## src/rtl/fastserial_tx_arb_pkg.sv

```systemverilog
// Shared definitions for the fast-serial TX arbiter: state encodings,
// the default header tag and the header byte field layout.
package fastserial_defs;

  typedef enum logic [1:0] {
    ST_IDLE    = 2'd0,
    ST_HEADER  = 2'd1,
    ST_DATA    = 2'd2,
    ST_TRAILER = 2'd3
  } state_t;

  localparam logic [3:0]  HDR_TAG_DEFAULT = 4'hA;
  localparam int unsigned HDR_CONT_BIT    = 3;
  localparam int unsigned IDX_W           = 3;

  // Header byte: tag in the upper nibble, continuation flag, source index.
  function automatic logic [7:0] make_hdr(input logic [3:0]       tag,
                                          input logic             cont,
                                          input logic [IDX_W-1:0] idx);
    logic [7:0] h;
    h               = {tag, 4'h0};
    h[HDR_CONT_BIT] = cont;
    h[IDX_W-1:0]    = idx;
    return h;
  endfunction

endpackage

```

## src/rtl/fastserial_tx_arb_rr_pick.sv

```systemverilog
// Combinational round-robin pick: first request at or after ptr, wrapping.
module fs_rr_pick
  import fastserial_defs::*;
#(
  parameter int unsigned NUM_REQ = 4
) (
  input  logic [NUM_REQ-1:0] req,
  input  logic [IDX_W-1:0]   ptr,
  output logic [NUM_REQ-1:0] grant,
  output logic [IDX_W-1:0]   index,
  output logic               any
);

  localparam int unsigned PW = IDX_W + 1;

  logic [NUM_REQ-1:0] rot;
  logic [PW-1:0]      pos;

  // Rotate so bit 0 is the pointer position, then take the lowest set bit.
  always_comb begin
    rot   = NUM_REQ'({req, req} >> ptr);
    grant = '0;
    index = '0;
    any   = 1'b0;
    pos   = '0;
    for (int unsigned i = 0; i < NUM_REQ; i++) begin
      if (!any && rot[i]) begin
        any = 1'b1;
        pos = {1'b0, ptr} + PW'(i);
        if (pos >= PW'(NUM_REQ)) pos = pos - PW'(NUM_REQ);
        index = pos[IDX_W-1:0];
        grant = NUM_REQ'(1) << pos;
      end
    end
  end

endmodule

```

## src/rtl/fastserial_tx_arb.sv

```systemverilog
// Packet-level round-robin arbiter onto the fast-serial TX FIFO write port.
// Optional per-grant XOR trailer byte: define FS_ARB_CHKSUM_EN.
module fastserial_tx_arb
  import fastserial_defs::*;
#(
  parameter int unsigned NUM_REQ      = 4,
  parameter int unsigned MAX_PKT_LEN  = 64,
  parameter int unsigned IDLE_TIMEOUT = 255,
  parameter logic [3:0]  HDR_TAG      = HDR_TAG_DEFAULT
) (
  input  logic                 i_clk,
  input  logic                 i_rst_n,
  input  logic [NUM_REQ-1:0]   i_req_valid,
  input  logic [NUM_REQ*8-1:0] i_req_data,
  input  logic [NUM_REQ-1:0]   i_req_last,
  output logic [NUM_REQ-1:0]   o_req_ready,
  output logic [7:0]           o_tx_data,
  output logic                 o_tx_write,
  input  logic                 i_tx_full,
  output logic [NUM_REQ-1:0]   o_grant,
  output logic                 o_busy
);

  state_t             state_q, state_d;
  logic [IDX_W-1:0]   g_q, ptr_q, ptr_next;
  logic [NUM_REQ-1:0] grant_q, cont_q;
  logic [7:0]         cnt_q, tmo_q;

  logic [NUM_REQ-1:0] pick_grant;
  logic [IDX_W-1:0]   pick_idx;
  logic               pick_any;

  logic               sel_valid, sel_last, sel_cont;
  logic [7:0]         sel_data, hdr;
  logic               grab, hdr_wr, xfer, tmo_tick, rel, rel_cont;
  logic               len_hit, tmo_hit;

`ifdef FS_ARB_CHKSUM_EN
  logic [7:0]         csum_q;
`endif

  fs_rr_pick #(.NUM_REQ(NUM_REQ)) u_pick (
    .req   (i_req_valid),
    .ptr   (ptr_q),
    .grant (pick_grant),
    .index (pick_idx),
    .any   (pick_any)
  );

  always_comb begin
    sel_valid = 1'b0;
    sel_last  = 1'b0;
    sel_cont  = 1'b0;
    sel_data  = '0;
    for (int unsigned i = 0; i < NUM_REQ; i++) begin
      if (g_q == IDX_W'(i)) begin
        sel_valid = i_req_valid[i];
        sel_last  = i_req_last[i];
        sel_cont  = cont_q[i];
        sel_data  = i_req_data[8*i +: 8];
      end
    end
  end

  assign hdr      = make_hdr(HDR_TAG, sel_cont, g_q);
  assign len_hit  = (cnt_q == 8'(MAX_PKT_LEN - 1));
  assign tmo_hit  = (tmo_q == 8'(IDLE_TIMEOUT - 1));
  assign ptr_next = (g_q == IDX_W'(NUM_REQ - 1)) ? '0 : g_q + 1'b1;
  assign o_grant  = grant_q;
  assign o_busy   = (state_q != ST_IDLE);

  always_comb begin
    state_d     = state_q;
    o_tx_write  = 1'b0;
    o_tx_data   = '0;
    o_req_ready = '0;
    grab        = 1'b0;
    hdr_wr      = 1'b0;
    xfer        = 1'b0;
    tmo_tick    = 1'b0;
    rel         = 1'b0;
    rel_cont    = 1'b0;
    case (state_q)
      ST_IDLE: begin
        if (pick_any) begin
          grab    = 1'b1;
          state_d = ST_HEADER;
        end
      end
      ST_HEADER: begin
        if (!i_tx_full) begin
          o_tx_write = 1'b1;
          o_tx_data  = hdr;
          hdr_wr     = 1'b1;
          state_d    = ST_DATA;
        end
      end
      ST_DATA: begin
        if (!i_tx_full) begin
          o_req_ready = grant_q;
          if (sel_valid) begin
            o_tx_write = 1'b1;
            o_tx_data  = sel_data;
            xfer       = 1'b1;
            // last takes priority over the length limit, leaving cont clear
            if (sel_last) begin
              rel = 1'b1;
            end else if (len_hit) begin
              rel      = 1'b1;
              rel_cont = 1'b1;
            end
          end else if (tmo_hit) begin
            rel      = 1'b1;
            rel_cont = 1'b1;
          end else begin
            tmo_tick = 1'b1;
          end
        end
        if (rel) begin
`ifdef FS_ARB_CHKSUM_EN
          state_d = ST_TRAILER;
`else
          state_d = ST_IDLE;
`endif
        end
      end
`ifdef FS_ARB_CHKSUM_EN
      ST_TRAILER: begin
        if (!i_tx_full) begin
          o_tx_write = 1'b1;
          o_tx_data  = csum_q;
          state_d    = ST_IDLE;
        end
      end
`endif
      default: state_d = ST_IDLE;
    endcase
  end

  always_ff @(posedge i_clk or negedge i_rst_n) begin
    if (!i_rst_n) begin
      state_q <= ST_IDLE;
      g_q     <= '0;
      ptr_q   <= '0;
      grant_q <= '0;
      cont_q  <= '0;
      cnt_q   <= '0;
      tmo_q   <= '0;
    end else begin
      state_q <= state_d;
      if (grab) begin
        g_q     <= pick_idx;
        grant_q <= pick_grant;
      end
      if (hdr_wr) begin
        cont_q <= cont_q & ~grant_q;
        cnt_q  <= '0;
        tmo_q  <= '0;
      end
      if (xfer) begin
        cnt_q <= cnt_q + 8'd1;
        tmo_q <= '0;
      end
      if (tmo_tick) tmo_q <= tmo_q + 8'd1;
      if (rel) begin
        grant_q <= '0;
        ptr_q   <= ptr_next;
        tmo_q   <= '0;
        if (rel_cont) cont_q <= cont_q | grant_q;
      end
    end
  end

`ifdef FS_ARB_CHKSUM_EN
  always_ff @(posedge i_clk or negedge i_rst_n) begin
    if (!i_rst_n)    csum_q <= '0;
    else if (grab)   csum_q <= '0;
    else if (hdr_wr) csum_q <= csum_q ^ hdr;
    else if (xfer)   csum_q <= csum_q ^ sel_data;
  end
`endif

endmodule
```

## config.mk

```make
export PLATFORM = sky130hd
export DESIGN_NAME = fastserial_tx_arb
export DESIGN_NICKNAME = d
export VERILOG_FILES = /design/src/rtl/fastserial_tx_arb_pkg.sv /design/src/rtl/fastserial_tx_arb_rr_pick.sv /design/src/rtl/fastserial_tx_arb.sv
export SDC_FILE = /design/constraint.sdc
export NUM_CORES = 1
export LEC_CHECK = 0
export ABC_AREA = 1
export CAP_MARGIN = 20
export CORE_MARGIN = 2
export CORE_UTILIZATION = 56
export CTS_CLUSTER_DIAMETER = 200
export DETAILED_ROUTE_END_ITERATION = 12
export PLACE_DENSITY = 0.87
export SYNTH_ARGS = -nofsm -noshare
export SYNTH_HDL_FRONTEND = slang
export SYNTH_SLANG_ARGS = --single-unit
```

## constraint.sdc

```tcl
create_clock -name i_clk -period 3.26 [get_ports i_clk]
set_input_delay 0.489 -clock i_clk [delete_from_list [all_inputs] [get_ports i_clk]]
set_output_delay 0.489 -clock i_clk [all_outputs]
set_load 0.05 [all_outputs]
```

==> results by group <==
Status
  – Status: finished clean

Clock tree
  – Skew-Pair Late Insertion Delay: 290 ps
  – H-tree depth: 2
  – Post-CTS sizing: 0
  – Root Buffer: clkbuf_8
  – Max Buffers Root-to-Sink: 2
  – Number of CTS-inserted buffers: 5
  – TritonCTS clock tree: done
  – Post-CTS Setup Inserts: 0
  – Sink Count: 32
  – Quantity of hold-fixing buffers added after cts: 0
  – Reg clk slew, reported paths: 70 ps

STA
  – Sum Neg Setup Slack: 0 ps
  – # setup viols final: 0
  – Period Utilization, post-route: 88.6%
  – Max_slew headroom: 61.5%
  – Worst-margin pin slew: 575 ps
  – Final min period: 2890 ps
  – Max Freq: 0.346 GHz
  – Final hold violation count: 0
  – RSZ-0062 raised after global routing: false
  – Final Max Slew Viols: 0
  – Clock Skews: 10.0 ps

Drt
  – Final wirelength: 7260 µm
  – Routed Antenna Nets: 0
  – Vias/cell: 5.35
  – First-pass iteration count of the detailed router: 5
  – Via count: 2926
  – DRC Markers: 0
  – Drt wl/cell: 13.3 µm
  – Starting DRT DRC Count: 225

Setup path
  – Crit-path cells: inv_1 > ha_1 > nor3_2 > a22oi_1 > o211ai_1 > o21ai_0 > nor3_1 > buf_4
  – CP Capture Type: primary output
  – Crit start category: flip-flop
  – Crit Path Max Fanout: 9
  – Worst EP required: 2770 ps
  – CP arrival: 2400 ps
  – CP top delay family: simple AND/OR/NAND/NOR gates
  – WP buf/inv: 2
  – Slowest cell on crit path: nor3_2
  – Critical path type: flip-flop to primary output
  – Slowest Stage Delay on Critical Path: 530 ps

GRT
  – Antenna violations before repair: 0
  – First-pass GRT wire length: 11800 µm
  – Largest net degree at the start of global routing: 33
  – Vias in the first global route: 2662
  – Global Route Usage Sum: 26.9%
  – GRT overflow: 0

Power
  – Peak supply drop: 0.741 mV
  – Lkg Pwr: 1.76 nW
  – Power per cell area: 865 nW/µm²
  – Total power: 3.11 mW

Synthesis
  – Seq cells post-synth: 32
  – Main combinational cell family by area after synthesis: simple AND/OR/NAND/NOR gates
  – Async S/R FF share, synth: 100%
  – Simple logic cell fraction of the synthesized area: 42.4%
  – Post-Syn Instances: 416
  – Share of synthesized area spent on multiplexers: 0%
  – Post-synth EDFFs: 0
  – Post-synthesis sequential area ratio: 28.4%
  – Avg Synthesized Cell Area: 6.78 µm²
  – Post-Syn Nets: 475
  – Synth Area in Adders: 7.10%
  – Synth Area in Compound Gates: 12.5%
  – Synth cell types: 40
  – Post-Synth XOR/XNOR Area: 0.931%
  – Syn Std Cell Area: 2820 µm²
  – Yosys warning count: 0
  – Main synth FF type: dfrtp_1

Flow run
  – Total of max-cap violations: 0

Worst hold path
  – Min-delay worst type: flip-flop to flip-flop

Layout
  – Nets: 538
  – Final instance area: 3590 µm²
  – Share of layout cells above drive strength 1: 13.5%
  – Number of fillers in the final layout: 370
  – Area growth syn-to-layout: 27.2%
  – Ant diodes: 0

Die
  – Initial core utilization: 59.0%
  – Io pins: 61
  – Die X: 75.0 µm
  – Rows: 25
  – Core Footprint: 4790 µm²
  – Die H: 75.0 µm
  – Total Die Area: 5620 µm²

Place
  – PortBufs: 60
  – Area after DPL: 3480 µm²
  – Dpl hpwl: 5580 µm
  – GPL Wtd Cong: 0.913
cell type report:
cell class	count	area, µm²	share of cell area (%)
Multi-Input combinational cell	325	1770	49.4
Sequential cell	32	801	22.3
Timing Repair Buffer	61	611	17.0
Clock buffer	6	72.6	2.02
Tap cell	67	83.8	2.34
Inverter	54	211	5.89
Clock inverter	2	35.0	0.976
metrics by stage:
stage               util, %  instances  worst slack [ps]  hold slack, ps
finish                 75.0        547               373             507
global route           75.0        547               149             531
detailed placement     72.7        539               566             496
global placement       72.7        539               620             481
CTS                    75.0        547               387             511
floorplan                 -        416               287             193
cell usage after synthesis (6+ instances only):
| cell | count | area (µm²) |
|---|---|---|
| nand2_1 | 113 | 424 |
| nor2_1 | 55 | 206 |
| dfrtp_1 | 32 | 801 |
| ha_1 | 16 | 200 |
| nand2_2 | 6 | 37.5 |
| o21ai_0 | 23 | 115 |
| inv_1 | 43 | 161 |
| a21oi_1 | 15 | 75.1 |
| nand2_4 | 8 | 90.1 |
| or2_2 | 7 | 43.8 |
| inv_2 | 8 | 30.0 |
| nand3_1 | 32 | 160 |
| o22ai_1 | 7 | 43.8 |
power by group:
part	internal [mW]	switching [mW]	total, mW
registers	0.510	0.139	0.649
logic	0.716	1.37	2.08
clock network	0.227	0.146	0.373
cell usage in the layout, fill, tap and decap left out, drive strengths merged, types with 3 or more instances in the layout:
cell / Yosys / final
o21ai: 29 / 29
nor3: 6 / 6
or2: 8 / 8
dfrtp: 32 / 32
clkbuf: 1 / 6
ha: 16 / 16
o22ai: 7 / 7
nor2: 61 / 61
nand3: 37 / 37
o211ai: 4 / 4
nand4: 4 / 4
buf: 4 / 10
inv: 53 / 53
nand2: 127 / 127
clkdlybuf4s50: 0 / 51
a22oi: 3 / 3
a21oi: 15 / 15
cells by family after synthesis:
family,after synthesis
AO/OA/AOI/OAI,62
XOR/XNOR,3
flip-flops,32
buffers and inverters,59
AND/OR/NAND/NOR,244
adder cells (fa/ha/maj),16
worst paths after layout:
kind                                      start                     end  slack (ps)  cells after the start
min                        tmo_q[3]$_DFFE_PN0P_    tmo_q[3]$_DFFE_PN0P_         510                      2
max reg2reg                  g_q[0]$_DFFE_PN0P_  o_grant[3]$_DFFE_PN0P_         940                     14
min in group asynchronous               i_rst_n    cnt_q[3]$_DFFE_PN0P_         600                      2
max in group asynchronous               i_rst_n  state_q[1]$_DFFE_PN0P_        2360                      2
max                          g_q[1]$_DFFE_PN0P_            o_tx_data[6]         370                      8
min reg2reg                tmo_q[3]$_DFFE_PN0P_    tmo_q[3]$_DFFE_PN0P_         510                      2
worst register-to-register path, stage by stage (launching register included):
cell and delay, ps:
dfrtp_1 420, inv_1 150, ha_1 250, inv_2 50, nor2_2 380, nand2_1 90
nand2_1 70, inv_1 40, nand2_1 70, nand3_1 120, nor2_4 210, nor2_1 90
nand2_2 120, o21ai_1 100, nor2_1 90
state kept, by name, summed over array words and instances, names as in the netlist:
signal,cells
state_q,2
tmo_q,8
cont_q,4
o_grant,4
cnt_q,8
g_q,3
ptr_q,3
metal layers:
metal | GRT usage [%] | vias up | routed length (µm) | share of wire (%)
li1 | - | 1469 | - | -
met1 | 35.0 | 1342 | 3200 | 44
met2 | 46.0 | 109 | 3340 | 46
met3 | 6.69 | 6 | 656 | 9.0
met4 | 4.76 | 0 | 57 | 0.79
met5 | 0 | - | 0 | 0
(Power assumes the default switching activity.)
